`src/rtl/morse_pkg.sv`:
```
`default_nettype none
// ============================================================================
// Module      : morse_pkg
// Description : Shared Morse definitions for the receiver and the transmitter
//               lookup: the eight 11-bit letter patterns (A..H), the frame
//               length, the default element period and the receiver FSM
//               state encoding.
// Ports       : none (package)
// Revision    : 1.0 - initial release
// ============================================================================
package morse_pkg;

    localparam int FRAME_LEN          = 11;
    localparam int DEFAULT_BIT_PERIOD = 250;

    // Element-level patterns, first transmitted element in bit 10.
    localparam logic [FRAME_LEN-1:0] PAT_A = 11'b10111000000;
    localparam logic [FRAME_LEN-1:0] PAT_B = 11'b11101010100;
    localparam logic [FRAME_LEN-1:0] PAT_C = 11'b11101011101;
    localparam logic [FRAME_LEN-1:0] PAT_D = 11'b11101010000;
    localparam logic [FRAME_LEN-1:0] PAT_E = 11'b10000000000;
    localparam logic [FRAME_LEN-1:0] PAT_F = 11'b10101110100;
    localparam logic [FRAME_LEN-1:0] PAT_G = 11'b11101110100;
    localparam logic [FRAME_LEN-1:0] PAT_H = 11'b10101010000;

    typedef enum logic [1:0] {
        ST_IDLE   = 2'd0,
        ST_CENTER = 2'd1,
        ST_SAMPLE = 2'd2,
        ST_DECODE = 2'd3
    } state_t;

    // Letter code -> pattern, used by the transmitter lookup.
    function automatic logic [FRAME_LEN-1:0] pattern_of(input logic [2:0] code);
        case (code)
            3'd0:    pattern_of = PAT_A;
            3'd1:    pattern_of = PAT_B;
            3'd2:    pattern_of = PAT_C;
            3'd3:    pattern_of = PAT_D;
            3'd4:    pattern_of = PAT_E;
            3'd5:    pattern_of = PAT_F;
            3'd6:    pattern_of = PAT_G;
            default: pattern_of = PAT_H;
        endcase
    endfunction

endpackage
`default_nettype wire

```
`src/rtl/morse_match.sv`:
```
`default_nettype none
// ============================================================================
// Module      : morse_match
// Description : Combinational comparison of a captured 11-bit frame against
//               the eight letter patterns.
// Ports       : word  in  [10:0] captured frame, first element in bit 10
//               code  out [2:0]  matching letter code (000=A .. 111=H)
//               hit   out        1 when word equals one of the patterns
// Revision    : 1.0 - initial release
// ============================================================================
module morse_match
    import morse_pkg::*;
(
    input  logic [FRAME_LEN-1:0] word,
    output logic [2:0]           code,
    output logic                 hit
);

    always_comb begin
        code = 3'd0;
        hit  = 1'b1;
        case (word)
            PAT_A:   code = 3'd0;
            PAT_B:   code = 3'd1;
            PAT_C:   code = 3'd2;
            PAT_D:   code = 3'd3;
            PAT_E:   code = 3'd4;
            PAT_F:   code = 3'd5;
            PAT_G:   code = 3'd6;
            PAT_H:   code = 3'd7;
            default: hit  = 1'b0;
        endcase
    end

endmodule
`default_nettype wire

```
`src/rtl/morse_rx.sv`:
```
`default_nettype none
// ============================================================================
// Module      : morse_rx
// Description : Morse receiver. Synchronises the key line, detects the start
//               edge, samples 11 elements at their centres and decodes them
//               into a letter code A..H.
// Ports       : ClockIn      in       sole clock, rising edge
//               Reset        in       asynchronous, active-high
//               DotDashIn    in       raw key line (1 = key down)
//               Letter       out [2:0] last decoded letter, held between pulses
//               LetterValid  out      1-cycle pulse, Letter updated with it
//               CodeError    out      1-cycle pulse, frame matched nothing
//               Busy         out      high while a frame is timed or decoded
// Revision    : 1.0 - initial release
// ============================================================================
module morse_rx
    import morse_pkg::*;
#(
    parameter int BIT_PERIOD = DEFAULT_BIT_PERIOD   // even, 4..255
) (
    input  logic       ClockIn,
    input  logic       Reset,
    input  logic       DotDashIn,
    output logic [2:0] Letter,
    output logic       LetterValid,
    output logic       CodeError,
    output logic       Busy
);

    // Count of BIT_PERIOD/2-1 lands the first sample exactly half an
    // element after the detected edge; later samples are a full period apart.
    localparam logic [7:0] HALF_LOAD = 8'(BIT_PERIOD / 2 - 1);
    localparam logic [7:0] FULL_LOAD = 8'(BIT_PERIOD - 1);
    localparam logic [3:0] LAST_BIT  = 4'(FRAME_LEN - 1);

    logic                 sync1_q, s_q, s_prev_q;
    state_t               state_q, state_d;
    logic [7:0]           cnt_q, cnt_d;
    logic [3:0]           nbits_q, nbits_d;
    logic [FRAME_LEN-1:0] shreg_q, shreg_d;
    logic [2:0]           letter_q, letter_d;
    logic                 valid_q, valid_d;
    logic                 err_q, err_d;
    logic                 s_rise;
    logic [2:0]           match_code;
    logic                 match_hit;

    assign s_rise = s_q & ~s_prev_q;

    // Synchroniser and edge-detect history.
    always_ff @(posedge ClockIn or posedge Reset) begin
        if (Reset) begin
            sync1_q  <= 1'b0;
            s_q      <= 1'b0;
            s_prev_q <= 1'b0;
        end else begin
            sync1_q  <= DotDashIn;
            s_q      <= sync1_q;
            s_prev_q <= s_q;
        end
    end

    // State register.
    always_ff @(posedge ClockIn or posedge Reset) begin
        if (Reset) begin
            state_q <= ST_IDLE;
        end else begin
            state_q <= state_d;
        end
    end

    // Next-state and datapath update.
    always_comb begin
        state_d = state_q;
        cnt_d   = cnt_q;
        nbits_d = nbits_q;
        shreg_d = shreg_q;
        case (state_q)
            ST_IDLE: begin
                if (s_rise) begin
                    state_d = ST_CENTER;
                    cnt_d   = HALF_LOAD;
                end
            end
            ST_CENTER: begin
                if (cnt_q == 8'd0) begin
                    if (s_q) begin
                        shreg_d = {shreg_q[FRAME_LEN-2:0], 1'b1};
                        nbits_d = 4'd1;
                        cnt_d   = FULL_LOAD;
                        state_d = ST_SAMPLE;
                    end else begin
                        // Line dropped before mid-element: treat as a glitch.
                        state_d = ST_IDLE;
                    end
                end else begin
                    cnt_d = cnt_q - 8'd1;
                end
            end
            ST_SAMPLE: begin
                if (cnt_q == 8'd0) begin
                    shreg_d = {shreg_q[FRAME_LEN-2:0], s_q};
                    nbits_d = nbits_q + 4'd1;
                    cnt_d   = FULL_LOAD;
                    if (nbits_q == LAST_BIT) begin
                        state_d = ST_DECODE;
                    end
                end else begin
                    cnt_d = cnt_q - 8'd1;
                end
            end
            ST_DECODE: state_d = ST_IDLE;
            default:   state_d = ST_IDLE;
        endcase
    end

    // Output decode; pulses are registered so they appear the cycle after
    // DECODE, by which time the FSM is already back in IDLE.
    always_comb begin
        Busy     = (state_q != ST_IDLE);
        valid_d  = (state_q == ST_DECODE) &&  match_hit;
        err_d    = (state_q == ST_DECODE) && !match_hit;
        letter_d = valid_d ? match_code : letter_q;
    end

    always_ff @(posedge ClockIn or posedge Reset) begin
        if (Reset) begin
            cnt_q    <= 8'd0;
            nbits_q  <= 4'd0;
            shreg_q  <= '0;
            letter_q <= 3'd0;
            valid_q  <= 1'b0;
            err_q    <= 1'b0;
        end else begin
            cnt_q    <= cnt_d;
            nbits_q  <= nbits_d;
            shreg_q  <= shreg_d;
            letter_q <= letter_d;
            valid_q  <= valid_d;
            err_q    <= err_d;
        end
    end

    morse_match u_match (
        .word (shreg_q),
        .code (match_code),
        .hit  (match_hit)
    );

    assign Letter      = letter_q;
    assign LetterValid = valid_q;
    assign CodeError   = err_q;

endmodule
`default_nettype wire

```
`config.mk`:
```
export PLATFORM = sky130hd
export DESIGN_NAME = morse_rx
export DESIGN_NICKNAME = d
export VERILOG_FILES = /design/src/rtl/morse_pkg.sv /design/src/rtl/morse_match.sv /design/src/rtl/morse_rx.sv
export SDC_FILE = /design/constraint.sdc
export NUM_CORES = 1
export LEC_CHECK = 0
export BUFFER_PORTS_ARGS = -buffer_cell sky130_fd_sc_hd__buf_2
export CAP_MARGIN = 20
export CORE_MARGIN = 4
export CORE_UTILIZATION = 37
export CTS_CLUSTER_SIZE = 25
export DETAILED_ROUTE_END_ITERATION = 10
export GPL_TIMING_DRIVEN = 0
export PLACE_DENSITY = 0.52
export SLEW_MARGIN = 20
export SYNTH_ARGS = -nofsm -noshare
export SYNTH_HDL_FRONTEND = slang
export SYNTH_SLANG_ARGS = --single-unit
```
`constraint.sdc`:
```
create_clock -name ClockIn -period 2.29 [get_ports ClockIn]
set_input_delay 0.229 -clock ClockIn [delete_from_list [all_inputs] [get_ports ClockIn]]
set_output_delay 0.229 -clock ClockIn [all_outputs]
set_load 0.05 [all_outputs]
```
==> flow_summary.json, run 1 <==
{
  "cts_resized": 0,
  "cp_max_fo": 8,
  "hold_buffers": 0,
  "drive_above_1_share_pct": 18.72,
  "critPathSlowestCell": "dfrtp_1",
  "final_common_cell": "dfrtp_1",
  "p_clk_share_pct": 28.9,
  "grt_pass1_wl_um": 5892,
  "layout.cells.non_filler": 239,
  "io_pins": 9,
  "synth-simple-area-share_pct": 20.62,
  "seq_power_share_pct": 37.4,
  "cp_num_buf_inv": 1,
  "synth.cell_area_mm2": 0.001765,
  "final_cell_mix": "dfrtp_1 (33), nand2_1 (11), nor2_1 (11)",
  "cap_violations": 0,
  "start_util_pct": 39.46,
  "first_global_vias": 1236,
  "path_depth": 7,
  "critPathArrivalTime_ns": 2.31,
  "regToRegEndpoint": "cnt_q[6]$_DFFE_PP0P_",
  "fin_setup_tns_ns": 0,
  "grt_max_degree": 34,
  "period_share_pct": 91.62,
  "drt-total-wl_um": 3451,
  "required_ns": 2.50,
  "criticalPathCategory": "register to register",
  "synthArstFlopShare_pct": 100.0,
  "finalHoldViolations": 0,
  "route.detailed.drc": 0,
  "period_minus_slack_ns": 2.098,
  "viasPerCell": 5.632,
  "cts_setup_buffers": 0,
  "syn_to_final_growth_pct": 12.54,
  "yosysWarnings": 0,
  "drv_slew": 0,
  "setup_viol": 0,
  "outcome": "finished clean",
  "hp-class": "input pin to asynchronous set/reset pin",
  "synth_ff_type": "dfrtp_1",
  "synth_edf_count": 0,
  "synthAdderAreaFrac_pct": 5.670,
  "end_kind": "register",
  "p_leak_nw": 0.9188,
  "wl_per_cell_um": 14.44,
  "crit_family": "simple AND/OR/NAND/NOR gates",
  "final_net_count": 197,
  "grt_use_total_pct": 12.44,
  "max_slew_margin_pct": 53.45,
  "ir_drop_uv": 507.0,
  "crit_chain": "inv_1 -> ha_1 -> nor3b_1 -> nand2_1 -> o21ai_2 -> nor2_1 -> a31oi_1",
  "comb_power_share_pct": 33.8,
  "coreArea_mm2": 0.004474,
  "dieArea_mm2": 0.005941,
  "path_clk_slew_ns": 0.07,
  "max_stage_delay_ns": 0.42,
  "tightest_slew_ns": 0.6972,
  "drt-initial-drc-count": 78,
  "r2r_start": "cnt_q[0]$_DFFE_PP0P_",
  "diodes": 0,
  "ys_seq_area_share_pct": 46.78,
  "dp_cells": 231,
  "clock_latency_ns": 0.29,
  "chipWidth_um": 77.08,
  "vias": 1346,
  "syn_area_per_cell_um2": 10.32,
  "switching_share_pct": 37.06,
  "place.port_buffers": 8,
  "cts_tree": "yes",
  "clock_path_buffers": 2,
  "ys_ff_latch": 33,
  "cts-buffers-inserted": 5,
  "hpwl_um": 2468,
  "synthCells": 171,
  "powerDensity_mw_per_mm2": 986.4,
  "gp_congestion": 0.8239,
  "r2r_setup_slack_ns": 0.19,
  "p_sw_w": 0.0007264,
  "synth_mux_area_share_pct": 7.512,
  "synthXorXnorAreaFrac_pct": 0.4961,
  "critPathLaunchType": "register",
  "synth_top_family_by_area": "simple AND/OR/NAND/NOR gates",
  "fin_worst_skew_ns": 0.009289,
  "die_y_um": 77.08,
  "syn_nets": 182,
  "antenna_found_initial": 0,
  "p_int_w": 0.001234,
  "ant_nets": 0,
  "root_buffer": "clkbuf_8",
  "cts.sinks": 33,
  "rr_worst_depth": 7,
  "grt-ovfl-total": 0,
  "rows": 24,
  "dr.pass1.iters": 4,
  "fmaxAchievable_mhz": 476.6,
  "synth_compound_area_share_pct": 14.95,
  "grt_setup_unrepaired": "false",
  "htree_levels": 2,
  "synth_cell_type_count": 44
}
==> worst max path at each step <==
stage | from | to | slack (ns)
2_1_floorplan | cnt_q[0]$_DFFE_PP0P_ | shreg_q[1]$_DFFE_PP0P_ | 0.44
3_3_place_gp | cnt_q[0]$_DFFE_PP0P_ | cnt_q[6]$_DFFE_PP0P_ | 0.22
3_5_place_dp | cnt_q[0]$_DFFE_PP0P_ | cnt_q[6]$_DFFE_PP0P_ | 0.25
4_1_cts | cnt_q[0]$_DFFE_PP0P_ | cnt_q[6]$_DFFE_PP0P_ | 0.21
5_1_grt | cnt_q[0]$_DFFE_PP0P_ | cnt_q[3]$_DFFE_PP0P_ | 0.006
6_report | cnt_q[0]$_DFFE_PP0P_ | cnt_q[6]$_DFFE_PP0P_ | 0.19
==> worst reg2reg max path, cell delays in order, from the launching register on <==
cell,delay (ns)
dfrtp_1,0.42
inv_1,0.11
ha_1,0.24
nor3b_1,0.33
nand2_1,0.24
o21ai_2,0.37
nor2_1,0.12
a31oi_1,0.18
==> metrics by stage <==
stage          total power (W)  hold slack, ns  worst slack, ns  cell area [um2]  utilization, %
2_1_floorplan         0.001242          0.2604           0.4440             1765               -
3_3_place_gp          0.001381          0.3376           0.2191             1871           41.81
3_5_place_dp          0.001399          0.3411           0.2520             1871           41.81
4_1_cts               0.001973         0.04090           0.2074             1987           44.41
5_1_grt               0.002084         0.03940         0.005968             1987           44.41
6_report              0.001960         0.04758           0.1919             1987           44.41
==> synth_stat cells (2+ instances only) <==
cell       number  area (um2)
nor2b_1         2       12.51
mux2i_1         2       20.02
or2_2           2       12.51
nor2_1         11       41.29
o21a_1          3       22.52
o2111ai_1       2       17.52
nand3_1         6       30.03
a22o_1          3       26.28
a31oi_1         3       18.77
nand2b_1        3       18.77
or3_1           3       18.77
o31ai_1         3       22.52
o21ai_0         9       45.04
nor4_1          3       18.77
nor3_1          7       35.03
nand4b_1        2       17.52
mux2_2         10       112.6
or4b_1          2       20.02
ha_1            8       100.1
and3_1          2       12.51
nand2_1        11       41.29
a21oi_1         9       45.04
nor3b_1         2       15.01
dfrtp_1        33       825.8
inv_1          11       41.29
==> registers in the layout, indices dropped and copies added (netlist names), 3 cells and up, named ones only <==
| register | flops |
|---|---|
| shreg_q | 11 |
| cnt_q | 8 |
| nbits_q | 4 |
| Letter | 3 |
==> power by group through the flow <==
stage | Sequential, W | Combinational, W | Clock [W]
6_report | 0.000733 | 0.000662 | 0.000566
4_1_cts | 0.000731 | 0.000659 | 0.000583
3_3_place_gp | 0.000737 | 0.000644 | 0
3_5_place_dp | 0.000743 | 0.000656 | 0
2_1_floorplan | 0.000742 | 0.000501 | 0
5_1_grt | 0.000743 | 0.000736 | 0.000605
==> final cells by class <==
| type | instances | area [um2] |
|---|---|---|
| fill | 439 | 2487 |
| inverter | 11 | 41.29 |
| clock buffer | 7 | 86.33 |
| multi-input combinational | 124 | 869.6 |
| sequential | 33 | 825.8 |
| timing repair buffer | 8 | 40.04 |
| clock inverter | 1 | 30.03 |
| buffer | 3 | 28.78 |
| tap | 52 | 65.06 |
==> cells by family after synthesis <==
logic type,count (synthesis)
AOI/OAI and AO/OA,40
xor gates and xnor gates,1
adders and majority gates,8
buffers and inverters,14
DFF,33
muxes,12
and+or+nand+nor,63
==> routing by layer <==
metal / up-vias / track usage (%) / wire, um
met5: - / 0 / 0
met4: 0 / 6.406 / 78
met3: 7 / 3.162 / 162
met2: 35 / 17.33 / 1454
met1: 651 / 17.66 / 1756
li1: 653 / - / -
Note: power is estimated with default switching activity, not from simulation.
==> inputs of run 2 (changes only) <==
==> constraint.sdc (replaced) <==
create_clock -name ClockIn -period 2.1 [get_ports ClockIn]
set_input_delay 0.21 -clock ClockIn [delete_from_list [all_inputs] [get_ports ClockIn]]
set_output_delay 0.21 -clock ClockIn [all_outputs]
set_load 0.005 [all_outputs]
==> flow_summary.json, run 2 (same netlist as run 1, synthesis figures left out) <==
{
  "first_global_vias": 1236,
  "powerDensity_mw_per_mm2": 1053,
  "hp-class": "input pin to asynchronous set/reset pin",
  "cap_violations": 0,
  "root_buffer": "clkbuf_8",
  "placed_cell_area_mm2": 0.001871,
  "path_depth": 8,
  "fin_worst_skew_ns": 0.007411,
  "gp_congestion": 0.8239,
  "clock_latency_ns": 0.29,
  "cts-buffers-inserted": 5,
  "period_share_pct": 94.90,
  "largest_reg_flops": 11,
  "wl_per_cell_um": 14.59,
  "grt-ovfl-total": 0,
  "required_ns": 2.27,
  "cp_max_fo": 10,
  "max_slew_margin_pct": 52.96,
  "crit_family": "simple AND/OR/NAND/NOR gates",
  "coreArea_mm2": 0.004474,
  "max_stage_delay_ns": 0.42,
  "fmaxAchievable_mhz": 501.8,
  "end_kind": "register",
  "cts.sinks": 33,
  "critPathArrivalTime_ns": 2.16,
  "io_pins": 9,
  "drive_above_1_share_pct": 20.32,
  "place.port_buffers": 8,
  "dp_cells": 231,
  "grt_max_degree": 34,
  "reg_top3": "shreg_q x11, cnt_q x8, nbits_q x4",
  "cts_tree": "yes",
  "antenna_found_initial": 0,
  "vias": 1349,
  "layout.cells.non_filler": 239,
  "start_util_pct": 39.46,
  "ant_nets": 0,
  "drv_slew": 0,
  "outcome": "finished clean",
  "viasPerCell": 5.644,
  "critPathSlowestCell": "dfrtp_1",
  "critPathLaunchType": "register",
  "rows": 24,
  "hpwl_um": 2468,
  "ir_drop_uv": 552.6,
  "route.detailed.drc": 0,
  "cts_setup_buffers": 0,
  "finalHoldViolations": 0,
  "tightest_slew_ns": 0.7046,
  "dieArea_mm2": 0.005941,
  "die_y_um": 77.08,
  "final_net_count": 197,
  "grt_pass1_wl_um": 5892,
  "htree_levels": 2,
  "crit_chain": "inv_1 -> ha_1 -> nor3b_4 -> and2_4 -> nand2b_2 -> buf_6 -> clkbuf_8 -> mux2_2",
  "dr.pass1.iters": 4,
  "grt_use_total_pct": 12.44,
  "diodes": 0,
  "period_minus_slack_ns": 1.993,
  "chipWidth_um": 77.08,
  "criticalPathCategory": "register to register",
  "cp_num_buf_inv": 3,
  "setup_viol": 0,
  "largest-register": "shreg_q",
  "drt-total-wl_um": 3486,
  "final_common_cell": "dfrtp_1",
  "syn_to_final_growth_pct": 13.89,
  "final_area_mm2": 0.002011,
  "path_clk_slew_ns": 0.07,
  "final_cell_mix": "dfrtp_1 (33), nor2_1 (11), inv_1 (10), nand2_1 (10), mux2_2 (10)",
  "r2r_setup_slack_ns": 0.11,
  "drt-initial-drc-count": 62,
  "rr_worst_depth": 8,
  "p_leak_nw": 0.9218,
  "clock_path_buffers": 2
}
run 2: worst paths after layout:
kind | start | endpoint
setup / recovery | cnt_q[0]$_DFFE_PP0P_ | shreg_q[1]$_DFFE_PP0P_
hold / removal | Reset | cnt_q[4]$_DFFE_PP0P_
setup reg to reg | cnt_q[0]$_DFFE_PP0P_ | shreg_q[1]$_DFFE_PP0P_
hold reg to reg | sync1_q$_DFF_PP0_ | s_q$_DFF_PP0_
max in group asynchronous | Reset | shreg_q[10]$_DFFE_PP0P_
min in group ClockIn | DotDashIn | sync1_q$_DFF_PP0_
run 2: repair_timing:
action | CTS | global route
hold buffers | 0 | 0
gates resized for setup | 0 | 6
setup endpoints to repair | 0 | 14
hold endpoints to repair | 0 | 0
run 2: stage by stage:
stage | power [W] | setup TNS [ns] | util, % | hold WS [ns] | setup slack, ns
6_report | 0.002117 | 0 | 44.94 | 0.03110 | 0.1072
5_1_grt | 0.002249 | -0.002888 | 44.94 | 0.02040 | -0.002888
4_1_cts | 0.002090 | 0 | 44.41 | 0.02190 | 0.01735
3_5_place_dp | 0.001464 | 0 | 41.81 | 0.3221 | 0.06199
3_3_place_gp | 0.001445 | 0 | 41.81 | 0.3191 | 0.02913
2_1_floorplan | 0.001294 | 0 | - | 0.2414 | 0.2540
run 2: cell type report:
class,instances,area (um2)
Inverter,11,41.29
Fill cell,437,2464
Multi-Input combinational cell,124,893.4
Sequential cell,33,825.8
Buffer,3,28.78
Clock inverter,1,30.03
Clock buffer,7,86.33
Tap cell,52,65.06
Timing Repair Buffer,8,40.04
run 2: per-layer routing:
layer | vias to the layer above | track usage (%) | wire, um
met5 | - | 0 | 0
met3 | 7 | 3.162 | 166
met1 | 657 | 17.66 | 1761
met4 | 0 | 6.406 | 78
met2 | 32 | 17.33 | 1479
li1 | 653 | - | -
run 2: report_power, final:
group / leakage [nW] / switching [W] / total [W] / internal [W]
Sequential: 0.427 / 0.0000960 / 0.000803 / 0.000707
Clock: 0.0585 / 0.000228 / 0.000615 / 0.000387
Combinational: 0.436 / 0.000426 / 0.000699 / 0.000273
